## src/rtl/wb_mprj_xbar_if.sv

```systemverilog
// Bus bundle for wb_mprj_xbar: the management-SoC Wishbone slave port,
// the shared/one-hot downstream slave signals and the sticky error flag.
interface wb_mprj_xbar_if #(
   parameter int unsigned N_SLAVES  = 4,
   parameter int unsigned SLOT_BITS = 16
);
   logic                    wbs_cyc_i;
   logic                    wbs_stb_i;
   logic                    wbs_we_i;
   logic [3:0]              wbs_sel_i;
   logic [31:0]             wbs_adr_i;
   logic [31:0]             wbs_dat_i;
   logic                    wbs_ack_o;
   logic [31:0]             wbs_dat_o;
   logic [N_SLAVES-1:0]     s_cyc_o;
   logic [N_SLAVES-1:0]     s_stb_o;
   logic                    s_we_o;
   logic [3:0]              s_sel_o;
   logic [SLOT_BITS-1:0]    s_adr_o;
   logic [31:0]             s_dat_o;
   logic [N_SLAVES-1:0]     s_ack_i;
   logic [32*N_SLAVES-1:0]  s_dat_i;
   logic                    err_o;

   // The crossbar itself sits on the slave modport.
   modport slave (
      input  wbs_cyc_i, wbs_stb_i, wbs_we_i, wbs_sel_i, wbs_adr_i, wbs_dat_i,
      input  s_ack_i, s_dat_i,
      output wbs_ack_o, wbs_dat_o,
      output s_cyc_o, s_stb_o, s_we_o, s_sel_o, s_adr_o, s_dat_o, err_o
   );

   modport master (
      output wbs_cyc_i, wbs_stb_i, wbs_we_i, wbs_sel_i, wbs_adr_i, wbs_dat_i,
      output s_ack_i, s_dat_i,
      input  wbs_ack_o, wbs_dat_o,
      input  s_cyc_o, s_stb_o, s_we_o, s_sel_o, s_adr_o, s_dat_o, err_o
   );
endinterface

```

## src/rtl/wb_mprj_xbar.sv

```systemverilog
// Wishbone B4-classic 1-to-N decoder for the user project area: one registered
// transaction in flight, error completion on unmapped/timeout, status register in slot N_SLAVES.
module wb_mprj_xbar #(
   parameter int unsigned N_SLAVES  = 4,
   parameter logic [31:0] BASE_ADDR = 32'h3000_0000,
   parameter int unsigned SLOT_BITS = 16,
   parameter int unsigned TIMEOUT   = 255,
   parameter logic [31:0] ERR_DATA  = 32'hDEAD_BEEF
) (
   input logic           wb_clk_i,
   input logic           wb_rst_i,
   wb_mprj_xbar_if.slave bus
);
   localparam int unsigned IDX_W  = $clog2(N_SLAVES + 1);
   localparam int unsigned PFX_LO = SLOT_BITS + IDX_W;

   typedef enum logic [1:0] {IDLE, REQ, ACK} state_t;

   function automatic logic [15:0] sat_inc16(input logic [15:0] v);
      return (v == 16'hFFFF) ? v : v + 16'd1;
   endfunction

   function automatic logic [31:0] status_word(input logic [15:0] cnt, input logic e,
                                               input logic [7:0] slot);
      return {cnt, 7'b0, e, slot};
   endfunction

   state_t               state;
   logic [IDX_W-1:0]     idx_q;
   logic [N_SLAVES-1:0]  oh_q;
   logic                 we_q;
   logic [3:0]           sel_q;
   logic [SLOT_BITS-1:0] adr_q;
   logic [31:0]          wdat_q;
   logic [31:0]          rdat_q;
   logic                 ack_q;
   logic [15:0]          tmo_cnt;
   logic [15:0]          err_cnt;
   logic                 err_q;
   logic [7:0]           last_err_slot;

   logic [IDX_W-1:0]     dec_idx;
   logic                 pfx_hit;
   logic                 dec_slave;
   logic                 dec_status;
   logic [N_SLAVES-1:0]  dec_oh;
   logic                 ack_hit;
   logic [31:0]          rd_mux;

   // Selection in REQ is taken from the one-hot strobe register, so stray acks are masked.
   always_comb begin
      dec_idx    = bus.wbs_adr_i[SLOT_BITS +: IDX_W];
      pfx_hit    = (bus.wbs_adr_i[31:PFX_LO] == BASE_ADDR[31:PFX_LO]);
      dec_slave  = pfx_hit && (dec_idx < IDX_W'(N_SLAVES));
      dec_status = pfx_hit && (dec_idx == IDX_W'(N_SLAVES));
      dec_oh     = '0;
      rd_mux     = '0;
      for (int k = 0; k < N_SLAVES; k++) begin
         dec_oh[k] = (dec_idx == IDX_W'(k));
         rd_mux    = rd_mux | (bus.s_dat_i[32*k +: 32] & {32{oh_q[k]}});
      end
      ack_hit = |(bus.s_ack_i & oh_q);
   end

   always_ff @(posedge wb_clk_i or posedge wb_rst_i) begin
      if (wb_rst_i) begin
         state         <= IDLE;
         idx_q         <= '0;
         oh_q          <= '0;
         we_q          <= 1'b0;
         sel_q         <= '0;
         adr_q         <= '0;
         wdat_q        <= '0;
         rdat_q        <= '0;
         ack_q         <= 1'b0;
         tmo_cnt       <= '0;
         err_cnt       <= '0;
         err_q         <= 1'b0;
         last_err_slot <= 8'hFF;
      end else begin
         ack_q <= 1'b0;
         case (state)
            IDLE: begin
               if (bus.wbs_cyc_i && bus.wbs_stb_i) begin
                  if (dec_slave) begin
                     state   <= REQ;
                     idx_q   <= dec_idx;
                     oh_q    <= dec_oh;
                     we_q    <= bus.wbs_we_i;
                     sel_q   <= bus.wbs_sel_i;
                     adr_q   <= bus.wbs_adr_i[SLOT_BITS-1:0];
                     wdat_q  <= bus.wbs_dat_i;
                     tmo_cnt <= '0;
                  end else if (dec_status) begin
                     state <= ACK;
                     ack_q <= 1'b1;
                     if (bus.wbs_we_i) begin
                        err_cnt       <= '0;
                        err_q         <= 1'b0;
                        last_err_slot <= 8'hFF;
                        rdat_q        <= '0;
                     end else begin
                        rdat_q <= status_word(err_cnt, err_q, last_err_slot);
                     end
                  end else begin
                     state         <= ACK;
                     ack_q         <= 1'b1;
                     rdat_q        <= ERR_DATA;
                     err_q         <= 1'b1;
                     err_cnt       <= sat_inc16(err_cnt);
                     last_err_slot <= 8'hFF;
                  end
               end
            end
            REQ: begin
               if (!bus.wbs_cyc_i) begin
                  state <= IDLE;
                  oh_q  <= '0;
               end else if (ack_hit) begin
                  state  <= ACK;
                  ack_q  <= 1'b1;
                  oh_q   <= '0;
                  rdat_q <= we_q ? 32'h0 : rd_mux;
               end else if (tmo_cnt == 16'(TIMEOUT - 1)) begin
                  state         <= ACK;
                  ack_q         <= 1'b1;
                  oh_q          <= '0;
                  rdat_q        <= ERR_DATA;
                  err_q         <= 1'b1;
                  err_cnt       <= sat_inc16(err_cnt);
                  last_err_slot <= 8'(idx_q);
               end else begin
                  tmo_cnt <= tmo_cnt + 16'd1;
               end
            end
            ACK: begin
               state <= IDLE;
            end
            default: begin
               state <= IDLE;
            end
         endcase
      end
   end

   assign bus.wbs_ack_o = ack_q;
   assign bus.wbs_dat_o = rdat_q;
   assign bus.s_cyc_o   = oh_q;
   assign bus.s_stb_o   = oh_q;
   assign bus.s_we_o    = we_q;
   assign bus.s_sel_o   = sel_q;
   assign bus.s_adr_o   = adr_q;
   assign bus.s_dat_o   = wdat_q;
   assign bus.err_o     = err_q;
endmodule
```

## src/flat_wrapper.sv

```systemverilog
// flat-port wrapper written by rule: the top's interface ports become plain ports
module wb_mprj_xbar_flat 
#(
   parameter int unsigned N_SLAVES  = 4,
   parameter logic [31:0] BASE_ADDR = 32'h3000_0000,
   parameter int unsigned SLOT_BITS = 16,
   parameter int unsigned TIMEOUT   = 255,
   parameter logic [31:0] ERR_DATA  = 32'hDEAD_BEEF
)
  (wb_clk_i, wb_rst_i, bus_wbs_cyc_i, bus_wbs_stb_i, bus_wbs_we_i, bus_wbs_sel_i, bus_wbs_adr_i, bus_wbs_dat_i, bus_s_ack_i, bus_s_dat_i, bus_wbs_ack_o, bus_wbs_dat_o, bus_s_cyc_o, bus_s_stb_o, bus_s_we_o, bus_s_sel_o, bus_s_adr_o, bus_s_dat_o, bus_err_o);
  wb_mprj_xbar_if #(.N_SLAVES(N_SLAVES), .SLOT_BITS(SLOT_BITS)) bus_i ();
  input logic wb_clk_i;
  input logic wb_rst_i;
  input wire logic [$bits(bus_i.wbs_cyc_i)-1:0] bus_wbs_cyc_i;
  input wire logic [$bits(bus_i.wbs_stb_i)-1:0] bus_wbs_stb_i;
  input wire logic [$bits(bus_i.wbs_we_i)-1:0] bus_wbs_we_i;
  input wire logic [$bits(bus_i.wbs_sel_i)-1:0] bus_wbs_sel_i;
  input wire logic [$bits(bus_i.wbs_adr_i)-1:0] bus_wbs_adr_i;
  input wire logic [$bits(bus_i.wbs_dat_i)-1:0] bus_wbs_dat_i;
  input wire logic [$bits(bus_i.s_ack_i)-1:0] bus_s_ack_i;
  input wire logic [$bits(bus_i.s_dat_i)-1:0] bus_s_dat_i;
  output wire logic [$bits(bus_i.wbs_ack_o)-1:0] bus_wbs_ack_o;
  output wire logic [$bits(bus_i.wbs_dat_o)-1:0] bus_wbs_dat_o;
  output wire logic [$bits(bus_i.s_cyc_o)-1:0] bus_s_cyc_o;
  output wire logic [$bits(bus_i.s_stb_o)-1:0] bus_s_stb_o;
  output wire logic [$bits(bus_i.s_we_o)-1:0] bus_s_we_o;
  output wire logic [$bits(bus_i.s_sel_o)-1:0] bus_s_sel_o;
  output wire logic [$bits(bus_i.s_adr_o)-1:0] bus_s_adr_o;
  output wire logic [$bits(bus_i.s_dat_o)-1:0] bus_s_dat_o;
  output wire logic [$bits(bus_i.err_o)-1:0] bus_err_o;
  assign bus_i.wbs_cyc_i = bus_wbs_cyc_i;
  assign bus_i.wbs_stb_i = bus_wbs_stb_i;
  assign bus_i.wbs_we_i = bus_wbs_we_i;
  assign bus_i.wbs_sel_i = bus_wbs_sel_i;
  assign bus_i.wbs_adr_i = bus_wbs_adr_i;
  assign bus_i.wbs_dat_i = bus_wbs_dat_i;
  assign bus_i.s_ack_i = bus_s_ack_i;
  assign bus_i.s_dat_i = bus_s_dat_i;
  assign bus_wbs_ack_o = bus_i.wbs_ack_o;
  assign bus_wbs_dat_o = bus_i.wbs_dat_o;
  assign bus_s_cyc_o = bus_i.s_cyc_o;
  assign bus_s_stb_o = bus_i.s_stb_o;
  assign bus_s_we_o = bus_i.s_we_o;
  assign bus_s_sel_o = bus_i.s_sel_o;
  assign bus_s_adr_o = bus_i.s_adr_o;
  assign bus_s_dat_o = bus_i.s_dat_o;
  assign bus_err_o = bus_i.err_o;
  wb_mprj_xbar #(.N_SLAVES(N_SLAVES), .BASE_ADDR(BASE_ADDR), .SLOT_BITS(SLOT_BITS), .TIMEOUT(TIMEOUT), .ERR_DATA(ERR_DATA)) u_core (.wb_clk_i(wb_clk_i), .wb_rst_i(wb_rst_i), .bus(bus_i));
endmodule
```

## config.mk

```make
export PLATFORM = sky130hd
export DESIGN_NAME = wb_mprj_xbar_flat
export DESIGN_NICKNAME = d
export VERILOG_FILES = /design/src/rtl/wb_mprj_xbar_if.sv /design/src/rtl/wb_mprj_xbar.sv /design/src/flat_wrapper.sv
export SDC_FILE = /design/constraint.sdc
export NUM_CORES = 1
export LEC_CHECK = 0
export BUFFER_PORTS_ARGS = -buffer_cell sky130_fd_sc_hd__buf_2
export CAP_MARGIN = 20
export CORE_UTILIZATION = 30
export DETAILED_ROUTE_END_ITERATION = 10
export MAX_ROUTING_LAYER = met4
export PLACE_DENSITY = 0.51
export RECOVER_POWER = 100
export REMOVE_ABC_BUFFERS = 1
export SYNTH_ARGS = -nofsm -noshare
export SYNTH_HDL_FRONTEND = slang
export SYNTH_SLANG_ARGS = --single-unit
```

## constraint.sdc

```tcl
create_clock -name wb_clk_i -period 10 [get_ports wb_clk_i]
set_input_delay 0.5 -clock wb_clk_i [delete_from_list [all_inputs] [get_ports wb_clk_i]]
set_output_delay 0.5 -clock wb_clk_i [all_outputs]
set_load 0.1 [all_outputs]
```

==> results.json <==
{
  "outcome": "finished with violations",
  "violations": "max-capacitance violations, max-slew violations",
  "setup_viol": 0,
  "fmax_ghz": 0.242,
  "numCtsBuffers": 17,
  "synth_edf_count": 0,
  "synth_simple_gate_area_frac": 0.216,
  "area_growth_syn_to_layout_pct": 29.1,
  "boundaryPins": 300,
  "clockBufferDepth": 2,
  "holdWs_ps": 266,
  "antenna_cells": 0,
  "core_mm2": 0.0236,
  "clk_pin_slew_ps": 70,
  "clock_latency_ps": 420,
  "layout.nets": 1290,
  "p_sw_uw": 338,
  "syn_inst": 815,
  "rr_startpoint": "u_core.tmo_cnt[0]",
  "num_vias": 7050,
  "end_kind": "flop",
  "r2r_slack_ps": 5880,
  "drt_pass1_iterations": 4,
  "cts_hold_buf": 0,
  "hold_viol_final": 0,
  "gp_congestion": 0.860,
  "tightestPinTransition_ps": 2670,
  "via_per_inst": 4.99,
  "critPathMaxFanout": 33,
  "power_frac_seq": 0.438,
  "cts-resized-gates": 0,
  "synth_fa_ha_area_frac": 0.00517,
  "syn_avg_cell_area_um2": 8.92,
  "grt_pass1_wl_um": 34100,
  "max_stage_delay_ps": 1790,
  "synth_xor_area_frac": 0,
  "first_global_vias": 6669,
  "hold_class": "in2reg",
  "period_share": 0.412,
  "swShare": 0.264,
  "synth_area_mm2": 0.00727,
  "required_ps": 10300,
  "die_x_um": 158,
  "maxSlewHeadroom": -0.788,
  "tns_ps": 0,
  "drc": 0,
  "io_buffers": 299,
  "hpwl_um": 15900,
  "p_clk_frac": 0.479,
  "initial_utilization": 0.308,
  "drive_gt1_frac": 0.247,
  "p_per_area_mw_per_mm2": 137,
  "maxCapViolCount": 3,
  "wl_per_cell_um": 15.9,
  "fillers": 2484,
  "seq_area_frac_synth": 0.455,
  "synthMuxAreaShare": 0.0671,
  "ys_types": 59,
  "yosys_warnings": 0,
  "drtIter0Drc": 453,
  "maxSlewViolCount": 176,
  "synth_top_family_by_area": "simple AND/OR/NAND/NOR gates",
  "cts-root-buf": "clkbuf_16",
  "startpoint": "u_core.tmo_cnt[0]",
  "cts_tree": "built",
  "finClkSkew_ps": 10.8,
  "ys_ff_latch": 132,
  "h-tree-depth": 4,
  "die_area_mm2": 0.0249,
  "finalCriticalPeriod_ps": 4120,
  "routed_wl_um": 22500,
  "p_int_uw": 945,
  "critical_path.cell_chain": "inv_1 > ha_1 > nor4b_1 > and4_1 > o21ai_0 > a21oi_4 > clkbuf_1 > mux2_2",
  "clock_sinks": 132,
  "irDropWorstVdd_mv": 0.111,
  "rsz0062_at_grt": "false",
  "critical_path_class": "reg2reg",
  "cp.arrival_ps": 4430,
  "yosys_most_used_dff": "dfrtp_1",
  "critPathLaunchType": "flop",
  "ant_nets": 0,
  "seq_area_mm2": 0.00331,
  "die_y_um": 158,
  "async_reset_ff_frac": 1.00,
  "power.leakage_uw": 0.00448,
  "post_cts_buffers": 0,
  "grt-ovfl-total": 0,
  "min_from": "bus_wbs_sel_i[3]",
  "synth_compound_area_frac": 0.189,
  "multiInputGateArea_mm2": 0.00347,
  "p_comb_frac": 0.083,
  "worst_path_max_delay_cell": "clkbuf_1",
  "placementRows": 56,
  "antenna_found_initial": 0,
  "grt_start_max_net_pins": 80,
  "grt_util_all_layers": 0.183
}
==> registers in the layout, summed over array words and instances, names as in the netlist <==
register,cells
u_core.err_cnt,16
u_core.bus.s_adr_o,16
u_core.bus.wbs_dat_o,32
u_core.state,2
u_core.bus.wbs_ack_o,1
u_core.tmo_cnt,16
u_core.bus.s_sel_o,4
u_core.bus.s_dat_o,32
u_core.last_err_slot,4
u_core.idx_q,3
u_core.bus.err_o,1
u_core.bus.s_we_o,1
u_core.bus.s_cyc_o,4
==> cells in the mapped netlist (2+ instances only) <==
library cell	instances	area share
nand2_1	192	0.099
dfrtp_1	128	0.44
a21oi_1	53	0.037
a22oi_1	50	0.052
mux2i_1	42	0.058
clkbuf_1	37	0.019
inv_1	37	0.019
o22ai_1	19	0.016
nand3_1	18	0.012
o21ai_0	17	0.012
nor3_1	16	0.011
nor2b_1	15	0.013
o31ai_1	14	0.014
nand4_1	13	0.011
and3_1	12	0.010
nand2b_1	12	0.010
nor2_1	12	0.0062
a22o_1	9	0.011
buf_2	9	0.0062
buf_6	9	0.014
nor4_1	9	0.0077
a221oi_1	8	0.0096
a31oi_1	7	0.0060
mux2_2	6	0.0093
and4_1	5	0.0060
o22a_1	5	0.0060
a2bb2oi_1	4	0.0048
buf_4	4	0.0041
dfstp_2	4	0.014
or2b_2	4	0.0048
buf_1	3	0.0015
ha_1	3	0.0052
nor4b_1	3	0.0036
o211a_1	3	0.0041
or2_2	3	0.0026
a21o_1	2	0.0021
a32oi_1	2	0.0024
and2_1	2	0.0017
and4b_1	2	0.0028
or4_1	2	0.0021
or4_4	2	0.0031
==> routing by layer <==
metal | share of wire | track usage
met4 | 0.016 | 0.0513
met5 | 0 | -
met2 | 0.47 | 0.301
met1 | 0.45 | 0.224
met3 | 0.062 | 0.0394
==> worst max-delay path, delay by kind of cell, from the launching register on <==
kind	cells	cell delay [ps]
multiplexers	1	460
AND/OR/NAND/NOR	2	690
flip-flops	1	410
AO/OA/AOI/OAI	2	350
buffers and inverters	2	1890
adder cells (fa/ha/maj)	1	160
==> layout make-up <==
cell class | instances | share of cell area
clock buffers | 18 | 0.0457
repair buffers | 312 | 0.159
flip-flops and latches | 132 | 0.353
clock inverters | 14 | 0.0152
well taps | 319 | 0.0425
inverters | 37 | 0.0149
multi-input cells | 582 | 0.370
==> final timing paths <==
kind / cells past startpoint / to
worst max-delay path: 8 / u_core.bus.wbs_dat_o[14]
worst min-delay path: 3 / u_core.bus.s_sel_o[3]
min in group asynchronous: 2 / u_core.bus.wbs_dat_o[7]
max in group asynchronous: 3 / u_core.err_cnt[8]
worst max register to register: 8 / u_core.bus.wbs_dat_o[14]
worst min register to register: 2 / u_core.bus.s_dat_o[18]
==> logic make-up (layout without fill, tap and decap cells) <==
logic type / after synthesis / count (layout)
muxes: 48 / 48
buffers and inverters: 101 / 381
and+or+nand+nor: 328 / 328
DFF: 132 / 132
adders and majority gates: 3 / 3
AOI/OAI and AO/OA: 203 / 203
==> metrics by stage <==
step           setup slack [ps]  cells   util  cell area, um^2  total power (uW)
2_1_floorplan              4090    751      -             6920               618
5_1_grt                    5580   1414  0.397             9380              1340
3_5_place_dp               6450   1380  0.378             8920               680
3_3_place_gp               6520   1379  0.377             8910               681
6_report                   5880   1414  0.397             9380              1280
4_1_cts                    6900   1412  0.402             9490              1300
==> power groups by stage <==
stage / Sequential [uW] / Clock (uW) / Combinational, uW
global placement: 573 / 0 / 107
finish: 562 / 614 / 106
detailed placement: 572 / 0 / 107
floorplan: 573 / 0 / 45.0
global route: 565 / 658 / 119
CTS: 562 / 633 / 108
==> cells in the final DEF, fill, tap and decap left out, types with 6 or more instances in the layout <==
cell	netlist	routed
buf_2	9	204
nand2_1	192	192
dfrtp_1	128	128
clkbuf_1	37	97
a21oi_1	53	52
a22oi_1	50	50
mux2i_1	42	42
inv_1	37	36
o22ai_1	19	19
nand3_1	18	18
o21ai_0	17	17
clkbuf_16	0	17
nor3_1	16	16
nor2b_1	15	15
o31ai_1	14	14
nand4_1	13	13
nor2_1	12	12
nand2b_1	12	12
and3_1	12	12
buf_4	4	11
a22o_1	9	9
a221oi_1	8	8
nor4_1	9	8
a31oi_1	7	7
mux2_2	6	6
inv_6	0	6
Note: power is estimated with default switching activity, not from simulation.
